[config.mk]
export PLATFORM = sky130hd
export DESIGN_NAME = ped_request_sequencer
export DESIGN_NICKNAME = d
export VERILOG_FILES = /design/src/rtl/ped_request_sequencer_pkg.sv /design/src/rtl/ped_request_sequencer_btn_debounce.sv /design/src/rtl/ped_request_sequencer.sv
export SDC_FILE = /design/constraint.sdc
export NUM_CORES = 1
export LEC_CHECK = 0
export ABC_AREA = 1
export BUFFER_PORTS_ARGS = -buffer_cell sky130_fd_sc_hd__buf_2
export CORE_MARGIN = 10
export CORE_UTILIZATION = 62
export CTS_BUF_LIST = sky130_fd_sc_hd__clkbuf_4 sky130_fd_sc_hd__clkbuf_8 sky130_fd_sc_hd__clkbuf_16
export CTS_CLUSTER_DIAMETER = 150
export DETAILED_ROUTE_END_ITERATION = 7
export PLACE_DENSITY = 0.8
export SLEW_MARGIN = 40
export SYNTH_ARGS = -nofsm -noshare
export SYNTH_HDL_FRONTEND = slang
export SYNTH_SLANG_ARGS = --single-unit
export TNS_END_PERCENT = 50
[constraint.sdc]
create_clock -name clock -period 1.7 [get_ports clock]
set_input_delay 0.085 -clock clock [delete_from_list [all_inputs] [get_ports clock]]
set_output_delay 0.085 -clock clock [all_outputs]
set_load 0.05 [all_outputs]
[src/rtl/ped_request_sequencer_pkg.sv]
// Shared phase codes and default timing for the pedestrian request sequencer.
// Phase codes match the external light control FSM state encoding.
package ped_request_sequencer_pkg;

  typedef enum logic [3:0] {
    PH_T1R_T2G = 4'd0,
    PH_T1R_T2W = 4'd1,
    PH_T1R_T2Y = 4'd2,
    PH_T1G_T2R = 4'd3,
    PH_T1W_T2R = 4'd4,
    PH_T1Y_T2R = 4'd5
  } phase_t;

  localparam int DEF_CLK_HZ          = 50_000_000;
  localparam int DEF_DEBOUNCE_CYCLES = 1_000_000;
  localparam int DEF_MIN_GREEN_S     = 5;
  localparam int DEF_MAX_GREEN_S     = 20;
  localparam int DEF_FLASH_S         = 15;
  localparam int DEF_YELLOW_S        = 3;

  function automatic logic phase_valid(input logic [3:0] code);
    return code <= 4'(PH_T1Y_T2R);
  endfunction

endpackage

[src/rtl/ped_request_sequencer_btn_debounce.sv]
// Push-button conditioner: 2-flop synchronizer, down-counter debounce,
// one-cycle press pulse on each accepted rising level.
module btn_debounce
  import ped_request_sequencer_pkg::*;
#(
  parameter int DEBOUNCE_CYCLES = DEF_DEBOUNCE_CYCLES
) (
  input  logic clock,
  input  logic resetn,
  input  logic btn,
  output logic press
);

  localparam int CW = (DEBOUNCE_CYCLES > 2) ? $clog2(DEBOUNCE_CYCLES) : 1;
  localparam logic [CW-1:0] RELOAD = CW'(DEBOUNCE_CYCLES - 1);

  logic          sync1;
  logic          sync2;
  logic          level;
  logic [CW-1:0] cnt;

  // The new level is accepted once it has differed for DEBOUNCE_CYCLES samples in a row.
  always_ff @(posedge clock or negedge resetn) begin
    if (!resetn) begin
      sync1 <= 1'b0;
      sync2 <= 1'b0;
      level <= 1'b0;
      cnt   <= '0;
      press <= 1'b0;
    end else begin
      sync1 <= btn;
      sync2 <= sync1;
      press <= 1'b0;
      if (sync2 == level) begin
        cnt <= RELOAD;
      end else if (cnt == '0) begin
        level <= sync2;
        cnt   <= RELOAD;
        press <= sync2;
      end else begin
        cnt <= cnt - CW'(1);
      end
    end
  end

endmodule

[src/rtl/ped_request_sequencer.sv]
// Pedestrian request sequencer: times the current light phase in seconds and
// raises a registered change request toward the external light control FSM.
module ped_request_sequencer
  import ped_request_sequencer_pkg::*;
#(
  parameter int CLK_HZ          = DEF_CLK_HZ,
  parameter int DEBOUNCE_CYCLES = DEF_DEBOUNCE_CYCLES,
  parameter int MIN_GREEN_S     = DEF_MIN_GREEN_S,
  parameter int MAX_GREEN_S     = DEF_MAX_GREEN_S,
  parameter int FLASH_S         = DEF_FLASH_S,
  parameter int YELLOW_S        = DEF_YELLOW_S
) (
  input  logic       clock,
  input  logic       resetn,
  input  logic       ped_btn1,
  input  logic       ped_btn2,
  input  logic [3:0] phase,
  output logic       change,
  output logic       req1_pending,
  output logic       req2_pending,
  output logic [7:0] elapsed_s,
  output logic       phase_err
);

  localparam int PW = (CLK_HZ > 1) ? $clog2(CLK_HZ) : 1;
  localparam logic [PW-1:0] PRE_TOP  = PW'(CLK_HZ - 1);
  localparam logic [7:0]    MIN_L    = 8'(MIN_GREEN_S);
  localparam logic [7:0]    MAX_L    = 8'(MAX_GREEN_S);
  localparam logic [7:0]    FLASH_L  = 8'(FLASH_S);
  localparam logic [7:0]    YELLOW_L = 8'(YELLOW_S);

  logic [PW-1:0] prescaler;
  logic [3:0]    phase_q;
  logic          sec_tick;
  logic          phase_ok;
  logic          phase_new;
  logic          press1;
  logic          press2;
  logic          walk1;
  logic          walk2;
  logic          change_cond;

  btn_debounce #(.DEBOUNCE_CYCLES(DEBOUNCE_CYCLES)) u_btn1 (
    .clock  (clock),
    .resetn (resetn),
    .btn    (ped_btn1),
    .press  (press1)
  );

  btn_debounce #(.DEBOUNCE_CYCLES(DEBOUNCE_CYCLES)) u_btn2 (
    .clock  (clock),
    .resetn (resetn),
    .btn    (ped_btn2),
    .press  (press2)
  );

  assign sec_tick  = (prescaler == PRE_TOP);
  assign phase_ok  = phase_valid(phase);
  assign phase_new = (phase != phase_q);
  assign walk1     = (phase_q == PH_T1G_T2R) || (phase_q == PH_T1W_T2R);
  assign walk2     = (phase_q == PH_T1R_T2G) || (phase_q == PH_T1R_T2W);

  always_comb begin
    change_cond = 1'b0;
    case (phase_q)
      PH_T1R_T2G: change_cond = (elapsed_s >= MAX_L) || (req1_pending && (elapsed_s >= MIN_L));
      PH_T1G_T2R: change_cond = (elapsed_s >= MAX_L) || (req2_pending && (elapsed_s >= MIN_L));
      PH_T1R_T2W, PH_T1W_T2R: change_cond = (elapsed_s >= FLASH_L);
      PH_T1R_T2Y, PH_T1Y_T2R: change_cond = (elapsed_s >= YELLOW_L);
      default:    change_cond = 1'b0;
    endcase
  end

  // Any phase movement, requested or not, acts as the acknowledge; invalid codes park the timer.
  always_ff @(posedge clock or negedge resetn) begin
    if (!resetn) begin
      phase_q   <= '0;
      phase_err <= 1'b0;
      prescaler <= '0;
      elapsed_s <= '0;
      change    <= 1'b0;
    end else begin
      phase_q   <= phase;
      phase_err <= !phase_ok;
      if (!phase_ok || phase_new) begin
        prescaler <= '0;
        elapsed_s <= '0;
        change    <= 1'b0;
      end else begin
        prescaler <= sec_tick ? '0 : prescaler + PW'(1);
        if (sec_tick && (elapsed_s != 8'hFF))
          elapsed_s <= elapsed_s + 8'd1;
        if (change_cond)
          change <= 1'b1;
      end
    end
  end

  always_ff @(posedge clock or negedge resetn) begin
    if (!resetn) begin
      req1_pending <= 1'b0;
      req2_pending <= 1'b0;
    end else begin
      if (phase_new && (phase == PH_T1G_T2R))
        req1_pending <= 1'b0;
      else if (press1 && !walk1)
        req1_pending <= 1'b1;

      if (phase_new && (phase == PH_T1R_T2G))
        req2_pending <= 1'b0;
      else if (press2 && !walk2)
        req2_pending <= 1'b1;
    end
  end

endmodule

* Yosys cells after proc, flatten, opt, wreduce, memory -nomap -nowiden *
Cells that the tools add are included.

cells by class
  add/subtract/negate cells = 4
  order comparisons = 5
  equal/unequal tests = 11
  mux-type cells = 19
  bitwise logic cells = 2
  reduce and logical (&&, ||, !) cells = 27

operators with widths
  operator                 number
  $mux W20                 4
  $mux W26                 2
  $logic_not A20 Y1        2
  $sub A20 B1 Y20 const B  2
  $add A26 B1 Y26 const B  1
  $eq A26 B26 Y1 const B   1
  $mux W8                  2
  $eq A4 B2 Y1 const B     3
  $mux W1                  10
  $add A8 B1 Y8 const B    1
  $eq A4 B3 Y1 const B     2
  $ge A8 B2 Y1 const B     1
  $ge A8 B3 Y1 const B     1
  $ge A8 B4 Y1 const B     1
  $ge A8 B5 Y1 const B     1
  $logic_not A4 Y1         2
  $ne A8 B8 Y1 const B     1
  $reduce_bool A2 Y1       4
  $logic_and A1 B1 Y1      7
  $logic_or A1 B1 Y1       5
  $eq A4 B1 Y1 const B     1
  $le A4 B3 Y1 const B     1
  $ne A4 B4 Y1             1
  $pmux W1 S4              1
  other kinds (5)          11

word-level totals
  flip-flop bits (word level) = 90
  input port bits = 8
  output and inout bits = 12
  logic and storage cells = 85

* Longest topological paths before layout *
Gate-level depths: netlist of the first run.

  depth after elaboration = 6
  mapped depth = 9
  mapped depth without buffers = 9

* By module *
A second synthesis of the first run with hierarchy kept.

unflattened totals
  cells, all modules = 738
  area total of the unflattened synthesis = 5397.7 µm²

by module, submodules not included
  module                  times used  cells each  area an instance (µm²)  seq. area each (µm²)
  ped_request_sequencer   1           404         2711.4                  1051.0
  btn_debounce at u_btn1  1           166         1346.3                  600.6
  btn_debounce at u_btn2  1           168         1340.0                  600.6

* Worst setup path before layout of the first run *
OpenSTA, ideal clock, no wires.

  path kind = register -> register
  from = register elapsed_s[0]
  to = register elapsed_s[0]
  library setup time = 0.119 ns
  arrival = 1.581 ns
  required time = 1.581 ns
  setup slack = 0.000 ns
  stages on the path, launching flop included = 9
  buffers on the path = 0
  clock period less this slack = 1.700 ns
  cells stage by stage = dfrtp_1 ha_1 nand2_1 inv_1 nand3_1 nand3_4 nand2_4 nand2_1 nand2_1

on the way
  longest elaborated chain between the ends = 3
  elaborated cells on any way between the ends = 6
  classes of those cells = 1 x add/sub; 1 x eq/ne; 2 x mux; 2 x reduce/logical

ends and longest elaborated chain
  what                                            line                                                      RTL
  from (decl)                                     ped_request_sequencer.sv:21                               output logic [7:0] elapsed_s,
  from (signal assigned)                          ped_request_sequencer.sv:92                               elapsed_s <= elapsed_s + 8'd1;
  $add A8 B1 Y8 or $ne A8 B8 Y1 (tied branches)   ped_request_sequencer.sv:92, ped_request_sequencer.sv:91
  $mux W8 or $logic_and A1 B1 Y1 (tied branches)  ped_request_sequencer.sv:91                               if (sec_tick && (elapsed_s != 8'hFF))
  $mux W8 or $reduce_bool A2 Y1 (tied branches)   --

Several ways; a longest one is shown, not always the timed one. The select of a mux whose other input is x is not followed.
A chain may end at the register's enable or synchronous reset.

* Worst setup path in the final report of the first run *
  from = register u_btn2.cnt[0]
  to = register u_btn2.cnt[14]

on the way
  longest elaborated chain between the ends = 3
  elaborated cells on any way between the ends = 4
  classes of those cells = 1 x add/sub; 2 x mux; 1 x reduce/logical

ends and longest elaborated chain
  what                                                  line                                                                                RTL
  from (decl)                                           ped_request_sequencer_btn_debounce.sv:20                                            logic [CW-1:0] cnt;
  from (signal assigned)                                ped_request_sequencer_btn_debounce.sv:41                                            cnt <= cnt - CW'(1);
  $sub A20 B1 Y20 or $logic_not A20 Y1 (tied branches)  ped_request_sequencer_btn_debounce.sv:41, ped_request_sequencer_btn_debounce.sv:36
  $mux W20 *                                            ped_request_sequencer_btn_debounce.sv:36                                            end else if (cnt == '0) begin
  $mux W20 *                                            ped_request_sequencer_btn_debounce.sv:34                                            if (sync2 == level) begin

Mark *: on every way between the ends. The rest lies on a longest branch, timed or not.

==> out/metrics.yaml, run 1 <==
run_status:
  status: "complete, no violations"
timing:
  fin_crit_sh_pct: 92.2
  worst_slew_margin_rel_pct: 68.4
  finalSetupViolations: 0
  clock_skew_ns: 0.0149
  clock.fmax_mhz: 638
  drv_slew: 0
  finalWorstSetupSlack_ns: 0.132
  hold_viol_final: 0
  tightest_slew_ns: 0.474
  period_minus_slack_ns: 1.57
  finalSetupTns_ns: 0
  hold_ws_ns: 0.280
routing:
  num_vias: 4530
  drt-wirelength-per-cell_um: 13.4
  drc_errors: 0
  finalWirelength_um: 11500
  viasPerCell: 5.29
  ant_nets: 0
  drt_iter0_markers: 231
  firstDrtPassIters: 5
worst_setup_path:
  reg2reg_setup_slack_ns: 0.13
  critPathLaunchType: "flip-flop"
  critPathKind: "reg -> reg"
  crit_fanout: 4
  r2r_start: "u_btn2.cnt[0]$_DFF_PN0_"
  cp_data_arrival_time_ns: 1.87
  end_kind: "flip-flop"
  required_ns: 2.00
  ff2ff_path_depth: 7
  reg2reg_to: "u_btn2.cnt[14]$_DFF_PN0_"
cells_and_area:
  syn_to_final_growth_pct: 12.4
  antenna_cells: 0
  nets: 764
  drive_gt1_share_pct: 12.1
  multi_input_area_um2: 2610
  fillerInstances: 645
  seq_area_um2: 2250
clock_network:
  cts_tree: "built"
  htree_levels: 3
  clk_latency_ns: 0.36
  cts.sinks: 90
  path_clk_slew_ns: 0.09
  clockBufferDepth: 2
  cts_buffers: 9
  clock-root-buffer: "clkbuf_8"
floorplanning:
  rows: 33
  die_w_um: 111
  core_um2: 8130
  dieArea_um2: 12300
  fp.dieH_um: 111
  boundaryPins: 20
  start_util_pct: 63.3
power:
  power_mw: 4.09
  p_clk_share_pct: 41.5
  p_leak_nw: 2.64
  swShare_pct: 22.8
  p_int_mw: 3.15
  combPwrFrac_pct: 5.1
  p_switching_mw: 0.934
  ir_worst_vdd_mv: 0.364
  power_density_nw_per_um2: 706
  p_seq_share_pct: 53.4
yosys:
  seq_area_frac_synth_pct: 43.7
  ys_top_cells_by_area: "dfrtp_1 (44%), nand2_1 (13%), nor2_1 (12%)"
  synth_area_um2: 5150
  syn_nets: 720
  synth_warnings: 0
  netlist_instances: 703
  avgSynthCellArea_um2: 7.32
  ys_types: 33
  ys_ff_latch: 90
  synth_top_cell_by_area: "dfrtp_1"
  synth_top_area_share_pct: 43.7
place:
  dp_hpwl_um: 8100
  io_buffer_count: 19
  place_congestion: 0.927
  dp_slack_ns: 0.0435
global_route:
  grt_pass1_vias: 4440
  grt_use_total_pct: 18.2
  grt_max_degree: 91
  grt_pass1_wl_um: 19500
  antenna_found_initial: 0
  globalRouteOverflowTotal: 0
worst_hold_path:
  min_path_type: "in -> async"
run:
  cap_violations: 0
cell usage after synthesis:
library cell and number:
clkbuf_1 1, inv_2 2, nor2_2 8, and2_1 1, or2_2 8, nand2_1 184
nand3b_1 3, nand3_1 60, buf_6 3, nor2_1 164, nand3_2 1, nand3_4 2
a31o_2 1, o2111ai_1 1, nand2_2 4, nand4_1 7, ha_1 9, o21bai_1 1
nor3b_1 1, buf_2 3, xnor2_1 12, nand2_4 2, inv_1 72, a31oi_1 3
o211ai_1 1, a21oi_1 6, nor2_4 4, nor3_1 12, o21ai_0 15, nor3b_2 1
xor2_1 20, nor2_8 1, dfrtp_1 90
final cells by class:
| type | count | area share, % |
|---|---|---|
| clock buffer | 12 | 2.75 |
| clock inverter | 4 | 1.28 |
| inverter | 74 | 4.80 |
| multi-input combinational | 533 | 45.2 |
| sequential | 90 | 38.9 |
| tap | 105 | 2.27 |
| timing repair buffer | 39 | 4.80 |
what timing repair did:
action | CTS | global route
endpoints found under the setup margin | 0 | 28
hold buffers | 7 | 0
hold endpoints to repair | 96 | 0
setup buffers | 0 | 3
resized for setup | 0 | 11
stage by stage:
step / instance area (µm²) / std cells / utilization (%)
detailed placement: 5410 / 830 / 66.5
finish: 5790 / 857 / 71.1
floorplan: 5150 / 703 / -
global route: 5790 / 857 / 71.1
global placement: 5410 / 830 / 66.5
CTS: 5720 / 853 / 70.3
layout by cell type (no fill, tap or decap), types with 3 or more instances in the layout:
cell / instances
a21oi_1: 6
dfrtp_1: 89
nand3_4: 3
nor2_1: 160
or2_2: 8
nor2_2: 10
nor2_4: 6
nand2_1: 183
nand3_1: 59
dlygate4sd3_1: 7
a31oi_1: 3
ha_1: 8
nor3_1: 12
nand4_1: 7
buf_2: 18
inv_1: 72
xnor2_1: 12
nand2_2: 5
buf_4: 13
nand3b_1: 3
o21ai_0: 15
xor2_1: 20
clkbuf_8: 11
power groups by stage:
stage / clock, mW / combinational [mW] / sequential, mW
after floorplan: 0 / 0.0876 / 2.24
after detailed placement: 0 / 0.191 / 2.23
after global routing: 1.81 / 0.236 / 2.19
after CTS: 1.72 / 0.204 / 2.18
after global placement: 0 / 0.183 / 2.22
final: 1.70 / 0.209 / 2.18
state kept, by name (all words and copies together), names as in the netlist:
name          cells
u_btn1.press      1
u_btn2.press      1
phase_err         1
phase_q           4
change            1
req2_pending      1
elapsed_s         8
u_btn2.sync1      1
u_btn2.level      1
prescaler        26
req1_pending      1
u_btn1.sync1      1
u_btn1.sync2      1
u_btn1.level      1
u_btn2.sync2      1
u_btn2.cnt       20
u_btn1.cnt       20
worst max path at each step:
stage	start	endpoint	slack (ns)	cells past startpoint
global route	u_btn1.cnt[0]$_DFF_PN0_	u_btn1.cnt[16]$_DFF_PN0_	-0.001	9
global placement	phase_q[2]$_DFF_PN0_	prescaler[22]$_DFF_PN0_	0.12	5
floorplan	elapsed_s[0]$_DFFE_PN0P_	elapsed_s[0]$_DFFE_PN0P_	0.00008	8
detailed placement	u_btn2.cnt[0]$_DFF_PN0_	u_btn2.cnt[16]$_DFF_PN0_	0.04	7
finish	u_btn2.cnt[0]$_DFF_PN0_	u_btn2.cnt[14]$_DFF_PN0_	0.13	7
CTS	u_btn2.cnt[0]$_DFF_PN0_	u_btn2.cnt[16]$_DFF_PN0_	0.03	7
layer usage:
metal | vias to the layer above | part of all wire (%) | global-route usage [%] | wire, µm
met2 | 86 | 50 | 31.8 | 5690
met1 | 2142 | 45 | 21.7 | 5110
met4 | 0 | 2.1 | 5.66 | 240
met5 | - | 0 | 0 | 0
met3 | 22 | 3.7 | 3.95 | 419
li1 | 2280 | - | - | -
worst max-delay path, cell delays in order (launching register included):
cell	delay [ns]
dfrtp_1	0.39
inv_1	0.10
ha_1	0.21
nand2_1	0.14
nor2_1	0.20
nand2_1	0.09
or2_2	0.27
nand3_1	0.08
logic make-up after synthesis:
| group | after synthesis | share of synthesized area (%) |
|---|---|---|
| flip-flops | 90 | 43.7 |
| XOR/XNOR | 32 | 5.44 |
| buffers and inverters | 81 | 6.42 |
| AND/OR/NAND/NOR | 463 | 39.2 |
| AO/OA/AOI/OAI | 28 | 3.04 |
| adder cells (fa/ha/maj) | 9 | 2.19 |
Note: power is estimated with default switching activity, not from simulation.
==> inputs of run 2 (changes only) <==
Settings changed: RECOVER_POWER from default to 100.
==> out/metrics.yaml, run 2 (synthesized netlist as in run 1, its figures left out) <==
power:
  p_int_mw: 3.15  # about the same
  ir_worst_vdd_mv: 0.364  # about the same
  p_seq_share_pct: 53.4  # about the same
  swShare_pct: 22.9  # was 22.8%
  p_leak_nw: 2.57  # was 2.64 nW
  p_switching_mw: 0.938  # was 0.934 mW
  power_mw: 4.09  # about the same
  power_density_nw_per_um2: 712  # was 706 nW/µm²
  combPwrFrac_pct: 5.0  # was 5.1%
  p_clk_share_pct: 41.6  # was 41.5%
cells_and_area:
  antenna_cells: 0  # unchanged
  largest_register_ff_count: 26  # unchanged
  drive_gt1_share_pct: 9.57  # was 12.1%
  final_cell_mix: "nand2_1 (183), nor2_1 (160), dfrtp_1 (89)"  # unchanged
  syn_to_final_growth_pct: 11.5  # was 12.4%
  post-route-util_pct: 70.6  # was 71.1%
  regMostFlops: "prescaler"  # unchanged
  top_regs: "prescaler: 26 flops, u_btn1.cnt: 20 flops, u_btn2.cnt: 20 flops"  # unchanged
  final_common_cell: "nand2_1"  # unchanged
  seq_area_um2: 2250  # unchanged
  nets: 764  # unchanged
  fillerInstances: 651  # was 645
  multi_input_area_um2: 2600  # was 2610 µm²
worst_setup_path:
  reg2reg_to: "prescaler[7]$_DFF_PN0_"  # was u_btn2.cnt[14]$_DFF_PN0_
  crit_top_cell: "nand2_2"  # was nand2_1
  r2r_start: "prescaler[0]$_DFF_PN0_"  # was u_btn2.cnt[0]$_DFF_PN0_
  ff2ff_path_depth: 8  # was 7
  slowest_delay_ns: 0.40  # was 0.39 ns
  required_ns: 1.94  # was 2.00 ns
  end_kind: "flip-flop"  # unchanged
  crit_fanout: 6  # was 4
  path_cells: "ha_1, nand2_2, nor2_8, nand3_4, nor2_4, nand2_1, nand2_2, nor2_1"  # was inv_1, ha_1, nand2_1, nor2_1, nand2_1, or2_2, nand3_1
  critPathKind: "reg -> reg"  # unchanged
  critPathLaunchType: "flip-flop"  # unchanged
  reg2reg_setup_slack_ns: 0.11  # was 0.13 ns
  crit_path_top_delay_cell: "dfrtp_2"  # was dfrtp_1
  cp_data_arrival_time_ns: 1.84  # was 1.87 ns
clock_network:
  clockBufferDepth: 2  # unchanged
  cts_tree: "built"  # unchanged
  clock-root-buffer: "clkbuf_8"  # unchanged
  path_clk_slew_ns: 0.09  # about the same
  htree_levels: 3  # unchanged
  cts_buffers: 9  # unchanged
  cts.sinks: 90  # unchanged
  clk_latency_ns: 0.37  # was 0.36 ns
timing:
  hold_ws_ns: 0.346  # was 0.280 ns
  clock_skew_ns: 0.0152  # was 0.0149 ns
  period_minus_slack_ns: 1.59  # was 1.57 ns
  finalWorstSetupSlack_ns: 0.109  # was 0.132 ns
  worst_slew_margin_rel_pct: 59.7  # was 68.4%
  drv_slew: 0  # unchanged
  tightest_slew_ns: 0.607  # was 0.474 ns
  clock.fmax_mhz: 629  # was 638 MHz
  finalSetupTns_ns: 0  # unchanged
  fin_crit_sh_pct: 93.6  # was 92.2%
  finalSetupViolations: 0  # unchanged
  hold_viol_final: 0  # unchanged
routing:
  viasPerCell: 5.26  # was 5.29
  finalWirelength_um: 11500  # about the same
  ant_nets: 0  # unchanged
  firstDrtPassIters: 5  # unchanged
  num_vias: 4512  # was 4530
  drc_errors: 0  # unchanged
  drt_iter0_markers: 199  # was 231
  drt-wirelength-per-cell_um: 13.4  # about the same
place:
  dp_hpwl_um: 8100  # unchanged
  place_congestion: 0.927  # unchanged
  dp_slack_ns: 0.0435  # unchanged
  io_buffer_count: 19  # unchanged
worst_hold_path:
  min_path_type: "in -> async"  # unchanged
global_route:
  grt_pass1_wl_um: 19500  # unchanged
  grt_pass1_vias: 4440  # unchanged
  antenna_found_initial: 0  # unchanged
  globalRouteOverflowTotal: 0  # unchanged
  grt_max_degree: 91  # unchanged
  grt_use_total_pct: 18.2  # unchanged
floorplanning:
  start_util_pct: 63.3  # unchanged
  die_w_um: 111  # unchanged
  fp.dieH_um: 111  # unchanged
  core_um2: 8130  # unchanged
  boundaryPins: 20  # unchanged
  rows: 33  # unchanged
  dieArea_um2: 12300  # unchanged
run:
  cap_violations: 0  # unchanged
run_status:
  status: "complete, no violations"  # unchanged
[run 2: critical path, delay by kind of cell, from the launching register on]
kind / cells / cell delay (ns)
adder cells (fa/ha/maj): 1 / 0.19
flip-flops: 1 / 0.40
AND/OR/NAND/NOR: 7 / 0.87
[run 2: final cells by class]
type                    count  area share (%)
clock buffers              12            2.77
clock inverters             4            1.29
inverters                  74            4.84
multi-input cells         533            45.3
flip-flops and latches     90            39.2
well taps                 105            2.29
repair buffers             39            4.23
[run 2: timing repair]
action | CTS | global route
hold buffers | 7 | 0
setup endpoints to repair | 0 | 28
gates resized for setup | 0 | 11
endpoints found under the hold margin | 96 | 0
buffers inserted | 0 | 3
[run 2: worst max path at each step]
stage                              from                        to
3_5_place_dp    u_btn2.cnt[0]$_DFF_PN0_  u_btn2.cnt[16]$_DFF_PN0_
2_1_floorplan  elapsed_s[0]$_DFFE_PN0P_  elapsed_s[0]$_DFFE_PN0P_
6_report         prescaler[0]$_DFF_PN0_    prescaler[7]$_DFF_PN0_
3_3_place_gp       phase_q[2]$_DFF_PN0_   prescaler[22]$_DFF_PN0_
4_1_cts         u_btn2.cnt[0]$_DFF_PN0_  u_btn2.cnt[16]$_DFF_PN0_
5_1_grt         u_btn1.cnt[0]$_DFF_PN0_  u_btn1.cnt[16]$_DFF_PN0_
[run 2: routing by layer]
layer	track usage (%)	share of wire, %
met1	21.7	45
met2	31.8	50
met3	3.95	3.6
met4	5.66	1.5
met5	0	0
[run 2: power groups by stage]
stage | registers (mW) | logic, mW | clock network (mW)
finish | 2.18 | 0.204 | 1.70
global route | 2.19 | 0.230 | 1.81
CTS | 2.18 | 0.204 | 1.72
detailed placement | 2.23 | 0.191 | 0
global placement | 2.22 | 0.183 | 0
floorplan | 2.24 | 0.0876 | 0
[run 2: stage by stage]
stage / cell area [µm²] / instances
after floorplan: 5150 / 703
after CTS: 5720 / 853
final: 5740 / 857
after detailed placement: 5410 / 830
after global routing: 5740 / 857
after global placement: 5410 / 830
